--- src/rtl/di_scan_pkg.sv ---
// Shared types and default sizing for the scanned digital-input debounce block.
package di_scan_pkg;

  localparam int N_CH_DEF       = 8;
  localparam int CNT_W_DEF      = 6;
  localparam int SHAKE_DEF      = 50;
  localparam int FIFO_DEPTH_DEF = 8;

  localparam int CH_W = $clog2(N_CH_DEF);

  typedef struct packed {
    logic [CH_W-1:0] ch;
    logic            level;
  } evt_t;

  // Outcome of serving one channel in its scan slot.
  typedef enum logic [1:0] {
    SLOT_CLEAR  = 2'd0,
    SLOT_COUNT  = 2'd1,
    SLOT_TOGGLE = 2'd2
  } slot_act_e;

endpackage

--- src/rtl/di_scan_debounce_ctrl_evt_fifo.sv ---
// Synchronous first-word-fall-through FIFO holding debounced edge events.
module evt_fifo #(
  parameter int W     = 3,
  parameter int DEPTH = 8
) (
  input  logic         clk,
  input  logic         rst,
  input  logic         wr_en_i,
  input  logic [W-1:0] wr_data_i,
  input  logic         rd_en_i,
  output logic [W-1:0] rd_data_o,
  output logic         full_o,
  output logic         empty_o
);

  localparam int AW = $clog2(DEPTH);

  logic [W-1:0] mem_q [DEPTH];
  logic [AW:0]  wr_ptr_q;
  logic [AW:0]  rd_ptr_q;
  logic         do_wr;
  logic         do_rd;

  assign empty_o   = (wr_ptr_q == rd_ptr_q);
  assign full_o    = (wr_ptr_q[AW] != rd_ptr_q[AW]) &&
                     (wr_ptr_q[AW-1:0] == rd_ptr_q[AW-1:0]);
  assign do_rd     = rd_en_i && !empty_o;
  assign do_wr     = wr_en_i && (!full_o || do_rd);
  assign rd_data_o = mem_q[rd_ptr_q[AW-1:0]];

  // NOTE: sequential state uses non-blocking assignments so every register
  // samples pre-edge values regardless of statement order.
  always_ff @(posedge clk) begin
    if (rst) begin
      wr_ptr_q <= '0;
      rd_ptr_q <= '0;
    end else begin
      if (do_wr) wr_ptr_q <= wr_ptr_q + (AW+1)'(1);
      if (do_rd) rd_ptr_q <= rd_ptr_q + (AW+1)'(1);
    end
  end

  // NOTE: storage is not reset; the pointers alone define which entries are valid.
  always_ff @(posedge clk) begin
    if (do_wr) mem_q[wr_ptr_q[AW-1:0]] <= wr_data_i;
  end

endmodule

--- src/rtl/di_scan_debounce_ctrl.sv ---
// Round-robin debounce engine: one channel served per enabled clock, edges queued as events.
module di_scan_debounce_ctrl
  import di_scan_pkg::*;
#(
  parameter int N_CH       = N_CH_DEF,
  parameter int CNT_W      = CNT_W_DEF,
  parameter int SHAKE      = SHAKE_DEF,
  parameter int FIFO_DEPTH = FIFO_DEPTH_DEF
) (
  input  logic                    clk,
  input  logic                    rst,
  input  logic                    en,
  input  logic [N_CH-1:0]         di_i,
  output logic [N_CH-1:0]         di_o,
  output logic                    evt_valid,
  input  logic                    evt_ready,
  output logic [$clog2(N_CH)-1:0] evt_ch,
  output logic                    evt_level,
  output logic                    evt_ovf,
  input  logic                    ovf_clr
);

  localparam int               IDX_W   = $clog2(N_CH);
  localparam logic [CNT_W:0]   SHAKE_C = (CNT_W+1)'(SHAKE);
  localparam logic [IDX_W-1:0] LAST_CH = IDX_W'(N_CH-1);

  logic [N_CH-1:0]  sync1_q;
  logic [N_CH-1:0]  sync2_q;
  logic [N_CH-1:0]  di_q;
  logic [CNT_W-1:0] cnt_q [N_CH];
  logic [CNT_W-1:0] cnt_d;
  logic [CNT_W:0]   cnt_inc;
  logic [IDX_W-1:0] ch_idx_q;
  logic [IDX_W-1:0] ch_idx_d;
  logic             ovf_q;
  logic             ovf_d;
  slot_act_e        slot_act;

  logic             mismatch;
  logic             push;
  logic             pop;
  logic             drop;
  logic             fifo_full;
  logic             fifo_empty;
  logic [IDX_W:0]   fifo_rd_data;

  assign mismatch  = sync2_q[ch_idx_q] ^ di_q[ch_idx_q];
  assign push      = en && (slot_act == SLOT_TOGGLE);
  assign pop       = evt_valid && evt_ready;
  // A full FIFO still accepts the push when the head leaves on the same edge.
  assign drop      = push && fifo_full && !pop;

  always_comb begin
    // NOTE: every combinational output gets a default first so no latch is inferred.
    slot_act = SLOT_CLEAR;
    cnt_inc  = {1'b0, cnt_q[ch_idx_q]} + (CNT_W+1)'(1);
    if (mismatch) slot_act = (cnt_inc >= SHAKE_C) ? SLOT_TOGGLE : SLOT_COUNT;

    cnt_d = '0;
    if (slot_act == SLOT_COUNT) cnt_d = cnt_inc[CNT_W-1:0];

    ch_idx_d = (ch_idx_q == LAST_CH) ? '0 : ch_idx_q + IDX_W'(1);

    ovf_d = ovf_q;
    if (drop)         ovf_d = 1'b1;
    else if (ovf_clr) ovf_d = 1'b0;
  end

  always_ff @(posedge clk) begin
    if (rst) begin
      sync1_q  <= '0;
      sync2_q  <= '0;
      di_q     <= '0;
      ch_idx_q <= '0;
      ovf_q    <= 1'b0;
      for (int i = 0; i < N_CH; i++) cnt_q[i] <= '0;
    end else begin
      sync1_q <= di_i;
      sync2_q <= sync1_q;
      if (en) begin
        ch_idx_q        <= ch_idx_d;
        cnt_q[ch_idx_q] <= cnt_d;
        if (slot_act == SLOT_TOGGLE) di_q[ch_idx_q] <= ~di_q[ch_idx_q];
      end
      ovf_q <= ovf_d;
    end
  end

  evt_fifo #(
    .W     (IDX_W + 1),
    .DEPTH (FIFO_DEPTH)
  ) u_evt_fifo (
    .clk       (clk),
    .rst       (rst),
    .wr_en_i   (push && !drop),
    .wr_data_i ({ch_idx_q, ~di_q[ch_idx_q]}),
    .rd_en_i   (pop),
    .rd_data_o (fifo_rd_data),
    .full_o    (fifo_full),
    .empty_o   (fifo_empty)
  );

  assign di_o                = di_q;
  assign evt_valid           = !fifo_empty;
  assign {evt_ch, evt_level} = fifo_rd_data;
  assign evt_ovf             = ovf_q;

endmodule

--- config.mk ---
export PLATFORM = sky130hd
export DESIGN_NAME = di_scan_debounce_ctrl
export DESIGN_NICKNAME = d
export VERILOG_FILES = /design/src/rtl/di_scan_pkg.sv /design/src/rtl/di_scan_debounce_ctrl_evt_fifo.sv /design/src/rtl/di_scan_debounce_ctrl.sv
export SDC_FILE = /design/constraint.sdc
export NUM_CORES = 1
export LEC_CHECK = 0
export BUFFER_PORTS_ARGS = -buffer_cell sky130_fd_sc_hd__buf_2
export CAP_MARGIN = 0
export CORE_ASPECT_RATIO = 0.75
export CORE_MARGIN = 3
export CORE_UTILIZATION = 41
export DETAILED_ROUTE_END_ITERATION = 12
export REMOVE_ABC_BUFFERS = 1
export SLEW_MARGIN = 10
export SYNTH_ARGS = -nofsm -noshare
export SYNTH_HDL_FRONTEND = slang
export SYNTH_SLANG_ARGS = --single-unit
export TNS_END_PERCENT = 50
--- constraint.sdc ---
create_clock -name clk -period 3.26 [get_ports clk]
set_input_delay 0.326 -clock clk [delete_from_list [all_inputs] [get_ports clk]]
set_output_delay 0.326 -clock clk [all_outputs]
set_load 0.005 [all_outputs]
==> results of run 1 <==
==> path summary, 6_finish.rpt <==
| path | from | endpoint | slack [ps] |
|---|---|---|---|
| hold reg to reg | sync1_q[5] | sync2_q[5] | 430 |
| setup / recovery | flop | u_evt_fifo.mem_q[5][1] | 20 |
| hold / removal | di_i[7] | sync1_q[7] | 120 |
| setup reg to reg | flop | u_evt_fifo.mem_q[5][1] | 20 |
==> kinds of logic (layout without fill, tap and decap cells) <==
group,after synthesis,count (layout),synth area share (%)
AOI/OAI and AO/OA,27,27,3.95
xor gates and xnor gates,11,11,1.79
adders and majority gates,6,6,1.39
DFF,122,122,60.2
and+or+nand+nor,167,167,16.4
muxes,49,49,13.8
buffers and inverters,30,97,2.49
==> cell usage after synthesis, types with 2 or more instances <==
master     count
a21oi_1        7
a2bb2oi_1      2
a31o_2         2
a41oi_1        2
buf_1          3
buf_2          5
buf_6          2
clkbuf_1      13
dfxtp_1       42
edfxtp_1      80
ha_1           6
inv_1          7
mux2_2        12
mux2i_1       18
mux2i_4        2
mux4_2        17
nand2_1       18
nand2b_1      17
nand3_1        7
nand3b_1       3
nand4_1        6
nor2_1        43
nor2b_1       22
nor3_1        29
nor3b_1        3
o21ai_0        2
o22ai_1        2
o31a_1         2
or3_1          6
or3b_1         3
or4_1          2
xnor2_1        8
xor2_1         3
==> routing by layer <==
metal / global-route usage (%) / share of wire, % / up-vias
li1: - / - / 1634
met1: 23.1 / 47 / 1694
met2: 25.1 / 45 / 89
met3: 4.72 / 5.8 / 15
met4: 5.43 / 1.3 / 0
met5: 0 / 0 / -
==> cell usage in the layout, fill, tap and decap left out, drive strengths merged, types with 4 or more instances in the layout <==
cell type and count:
nor2 43, ha 6, mux2 12, nor2b 22, nor3 30, or3 6
nand2 19, nand4 6, mux4 17, xnor2 8, edfxtp 80, a21oi 7
nand3 7, buf 58, inv 13, nand2b 17, clkbuf 22, nor3b 4
dfxtp 42, mux2i 20
==> stage by stage <==
step	cell area (sq um)	worst slack (ps)	cells
after floorplan	5280	-757	389
after global placement	5850	-164	609
after detailed placement	5850	-295	609
after CTS	6480	-21.5	642
after global routing	6570	-87.4	645
final	6570	20.3	645
==> power breakdown <==
group	switching (mW)	total (mW)	internal, mW
logic	0.173	0.292	0.120
registers	0.0215	1.70	1.68
clock network	0.687	1.82	1.13
==> sequential cells by signal, indices dropped and copies added (netlist names), named ones only <==
register,flops
ch_idx_q,3
di_o,8
evt_ovf,1
u_evt_fifo.wr_ptr_q,4
sync2_q,8
u_evt_fifo.mem_q,32
sync1_q,8
cnt_q,48
u_evt_fifo.rd_ptr_q,4
==> what timing repair did <==
action | 4_1_cts | 5_1_grt
buffers inserted | 1 | 4
gates resized for setup | 10 | 14
pin swaps | 6 | 8
setup endpoints to repair | 52 | 63
==> cell type report <==
type                    count  area (sq um)  area share (%)
multi-input cells         260          2110            32.1
well taps                 166           208            3.16
clock inverters            10          75.1            1.14
repair buffers             58           387            5.88
flip-flops and latches    122          3250            49.4
inverters                   7          28.8           0.438
clock buffers              22           517            7.86
==> flow_summary.ini, run 1 <==
[detailed_routing]
dr.pass1.iters = 5
vias_per_cell = 5.32
ant_nets = 0
post_drt_wl_per_cell_um = 17.9
drt_iter0_drc = 233
drc_errors = 0
wirelength_mm = 11.5
vias = 3432

[timing]
fin_setup_tns_ps = 0
period_share_pct = 99.4
finalHoldViolations = 0
worstMarginPinSlew_ps = 565
rsz0062_at_grt = true
fin_crit_ps = 3240
hold_ws_ps = 125
clock_skew_ps = 8.93
final-setup-viol-count = 0
slew_viol_final = 0
relSlewSlack_pct = 62.3
max_freq_mhz = 309

[clock_network]
numCtsBuffers = 17
worstSkewPairLatency_ps = 410
clock-sinks = 122
cts.clk_slew.worst_paths_ps = 60
clockBufferDepth = 2
clockRootBuffer = clkbuf_16
ctsHoldBuffers = 0
cts_tree = built
cts-htree-levels = 4

[power]
vdd_drop_max_mv = 0.365
leakagePower_nw = 2.31
p_total_mw = 3.81
power_density_mw_per_mm2 = 580

[synthesis]
yosys_warnings = 0
synth_area_sq_mm = 0.00539
ys_seq_area_share_pct = 60.2
synth-edff-count = 80
yosysTopAreaCell = edfxtp_1
synthTopCellsByArea = edfxtp_1, dfxtp_1, mux4_2
syn_inst = 412
async_flop_share_pct = 0
synth_flop_cell = edfxtp_1
avgSynthCellArea_sq_um = 13.1
synth-seq-cells = 122
synth_top_area_share_pct = 44.6
synth_cell_types = 49

[finish]
fin_util_pct = 52.3
areaGrowthSynthToFinish_pct = 22.0
diodes = 0
layout-drive-gt1-share_pct = 30.9
fillers = 1078
final_nets = 485

[critical_path]
r2r_cells = 11
worst-path-buf-inv = 2
critPathCaptureType = flop
crit_cells = 11
start_kind = flop
required_ps = 3380
worst_ep_arrival_time_ps = 3360
cp_top_family = multiplexers
path_cells = mux4_2 > mux2_4 > inv_4 > ha_4 > nor2b_4 > a41oi_2 > o221ai_2 > o21a_2 > or3b_4 > nor3b_2 > buf_4
worst-path-max-fanout = 5
cpPeakStageDelay_ps = 500
slowest_stage = mux4_2
critical_path_class = flop to flop

[outcome]
status = finished, final reports clean

[floorplanning]
die_x_um = 138
std_cell_rows = 35
die_h_um = 105
initial_utilization_pct = 42.9
core-area_sq_mm = 0.0126
die_area_sq_mm = 0.0146
io_pins = 27

[grt]
antenna_found_initial = 0
grt_pass1_vias = 3545
grt_max_degree = 40
track_usage_pct = 16.6
grt_first_pass_wirelength_mm = 18.7
overflow = 0

[placed_design]
gp_congestion = 0.847
io_buffers = 26
dpl.hpwl_mm = 7.90

[hold_path]
worstHoldPathCells = 2
worstHoldPathType = input pin to flop

[run]
max_cap_violations = 0
(Power assumes the default switching activity.)
==> run 2, diff against run 1 <==
--- a/config.mk
+++ b/config.mk
@@ -11,6 +11,7 @@
 export CORE_MARGIN = 3
 export CORE_UTILIZATION = 41
 export DETAILED_ROUTE_END_ITERATION = 12
+export RECOVER_POWER = 100
 export REMOVE_ABC_BUFFERS = 1
 export SLEW_MARGIN = 10
 export SYNTH_ARGS = -nofsm -noshare
==> flow_summary.ini, run 2 (synthesis results as in run 1) <==
[power]
switching_power_mw = 0.882
power.internal_mw = 2.93
p_comb_share_pct = 7.6
switching_share_pct = 23.1
clock_power_share_pct = 47.7
p_total_mw = 3.81
vdd_drop_max_mv = 0.369
seqPwrFrac_pct = 44.7
leakagePower_nw = 2.26
power_density_mw_per_mm2 = 583

[timing]
setup_ws_ps = 14.4
period_share_pct = 99.6
final-setup-viol-count = 0
finalHoldViolations = 0
max_freq_mhz = 308
rsz0062_at_grt = true
slew_viol_final = 0
clock_skew_ps = 10.1
fin_crit_ps = 3250
hold_ws_ps = 121
relSlewSlack_pct = 50.0
worstMarginPinSlew_ps = 750

[placed_design]
placed_area_sq_mm = 0.00585
dp_slack_ps = -295
dpl.hpwl_mm = 7.90
io_buffers = 26
gp_congestion = 0.847

[finish]
areaGrowthSynthToFinish_pct = 21.5
regMostFlops = cnt_q
diodes = 0
final_cell_mix = edfxtp_1, nor2_1, dfxtp_1
fin_area_sq_mm = 0.00654
layout-drive-gt1-share_pct = 28.4
final_common_cell = edfxtp_1
fillers = 1090
final_nets = 485
largest_register_ffs = 48

[critical_path]
start_kind = flop
critPathCaptureType = flop
required_ps = 3380
rrSetupSlack_ps = 10
worst-path-max-fanout = 5
critical_path_class = flop to flop
worst_ep_arrival_time_ps = 3370

[detailed_routing]
dr.pass1.iters = 4
post_drt_wl_per_cell_um = 17.9
vias = 3402
vias_per_cell = 5.27
drc_errors = 0
wirelength_mm = 11.5
ant_nets = 0
drt_iter0_drc = 221

[clock_network]
cts.clk_slew.worst_paths_ps = 60
numCtsBuffers = 17
clockRootBuffer = clkbuf_16
clockBufferDepth = 2
cts_tree = built
clock-sinks = 122
cts-htree-levels = 4
worstSkewPairLatency_ps = 410

[floorplanning]
io_pins = 27
die_area_sq_mm = 0.0146
die_h_um = 105
initial_utilization_pct = 42.9
std_cell_rows = 35
core-area_sq_mm = 0.0126
die_x_um = 138

[hold_path]
worstHoldPathType = input pin to flop

[grt]
overflow = 0
antenna_found_initial = 0
track_usage_pct = 16.6
grt_max_degree = 40
grt_pass1_vias = 3545
grt_first_pass_wirelength_mm = 18.7

[outcome]
status = finished, final reports clean

[run]
max_cap_violations = 0
## run 2: cell type report
class	instances	area (sq um)	share of cell area, %
clock buffers	22	517	7.90
repair buffers	58	359	5.49
well taps	166	208	3.17
multi-input cells	260	2110	32.2
flip-flops and latches	122	3250	49.6
clock inverters	10	75.1	1.15
inverters	7	28.8	0.440
## run 2: worst max-delay path, cell delays in order (launching register included)
cell	delay (ps)
dfxtp_4	390
mux4_2	500
mux2_4	310
inv_4	60
ha_4	190
nor2b_4	140
a41oi_2	220
o221ai_2	160
o21a_2	240
or3b_4	410
nor3b_2	180
buf_4	150
## run 2: worst paths after layout
path                                               end       start  depth (start not counted)
worst max-delay path            u_evt_fifo.mem_q[5][1]        flop                         11
worst min-delay path                        sync1_q[7]     di_i[7]                          2
worst max register to register  u_evt_fifo.mem_q[5][1]        flop                         11
worst min register to register              sync2_q[2]  sync1_q[2]                          1
## run 2: per-layer routing
metal / vias up / global-route usage [%] / wire, um
met2: 78 / 25.1 / 5210
met5: - / 0 / 0
met1: 1667 / 23.1 / 5410
met3: 19 / 4.72 / 728
li1: 1638 / - / -
met4: 0 / 5.43 / 180
## run 2: through the flow
step / setup TNS (ps) / utilization [%] / cells
6_report: 0 / 52.1 / 645
5_1_grt: -1550 / 52.1 / 645
4_1_cts: -264 / 51.6 / 642
3_5_place_dp: -8020 / 46.5 / 609
3_3_place_gp: -3690 / 46.5 / 609
2_1_floorplan: -29850 / - / 389
## run 2: timing repair
item / in CTS / in global routing
hold buffers: 0 / 0
gates resized for setup: 10 / 14
setup buffers: 1 / 4
pin swaps: 6 / 8
endpoints found under the setup margin: 52 / 63
## run 2: power by group through the flow
stage / registers, mW / clock network (mW) / logic [mW]
floorplan: 1.74 / 0 / 0.154
global placement: 1.73 / 0 / 0.257
detailed placement: 1.74 / 0 / 0.259
CTS: 1.70 / 1.85 / 0.267
global route: 1.71 / 1.92 / 0.314
finish: 1.70 / 1.82 / 0.290
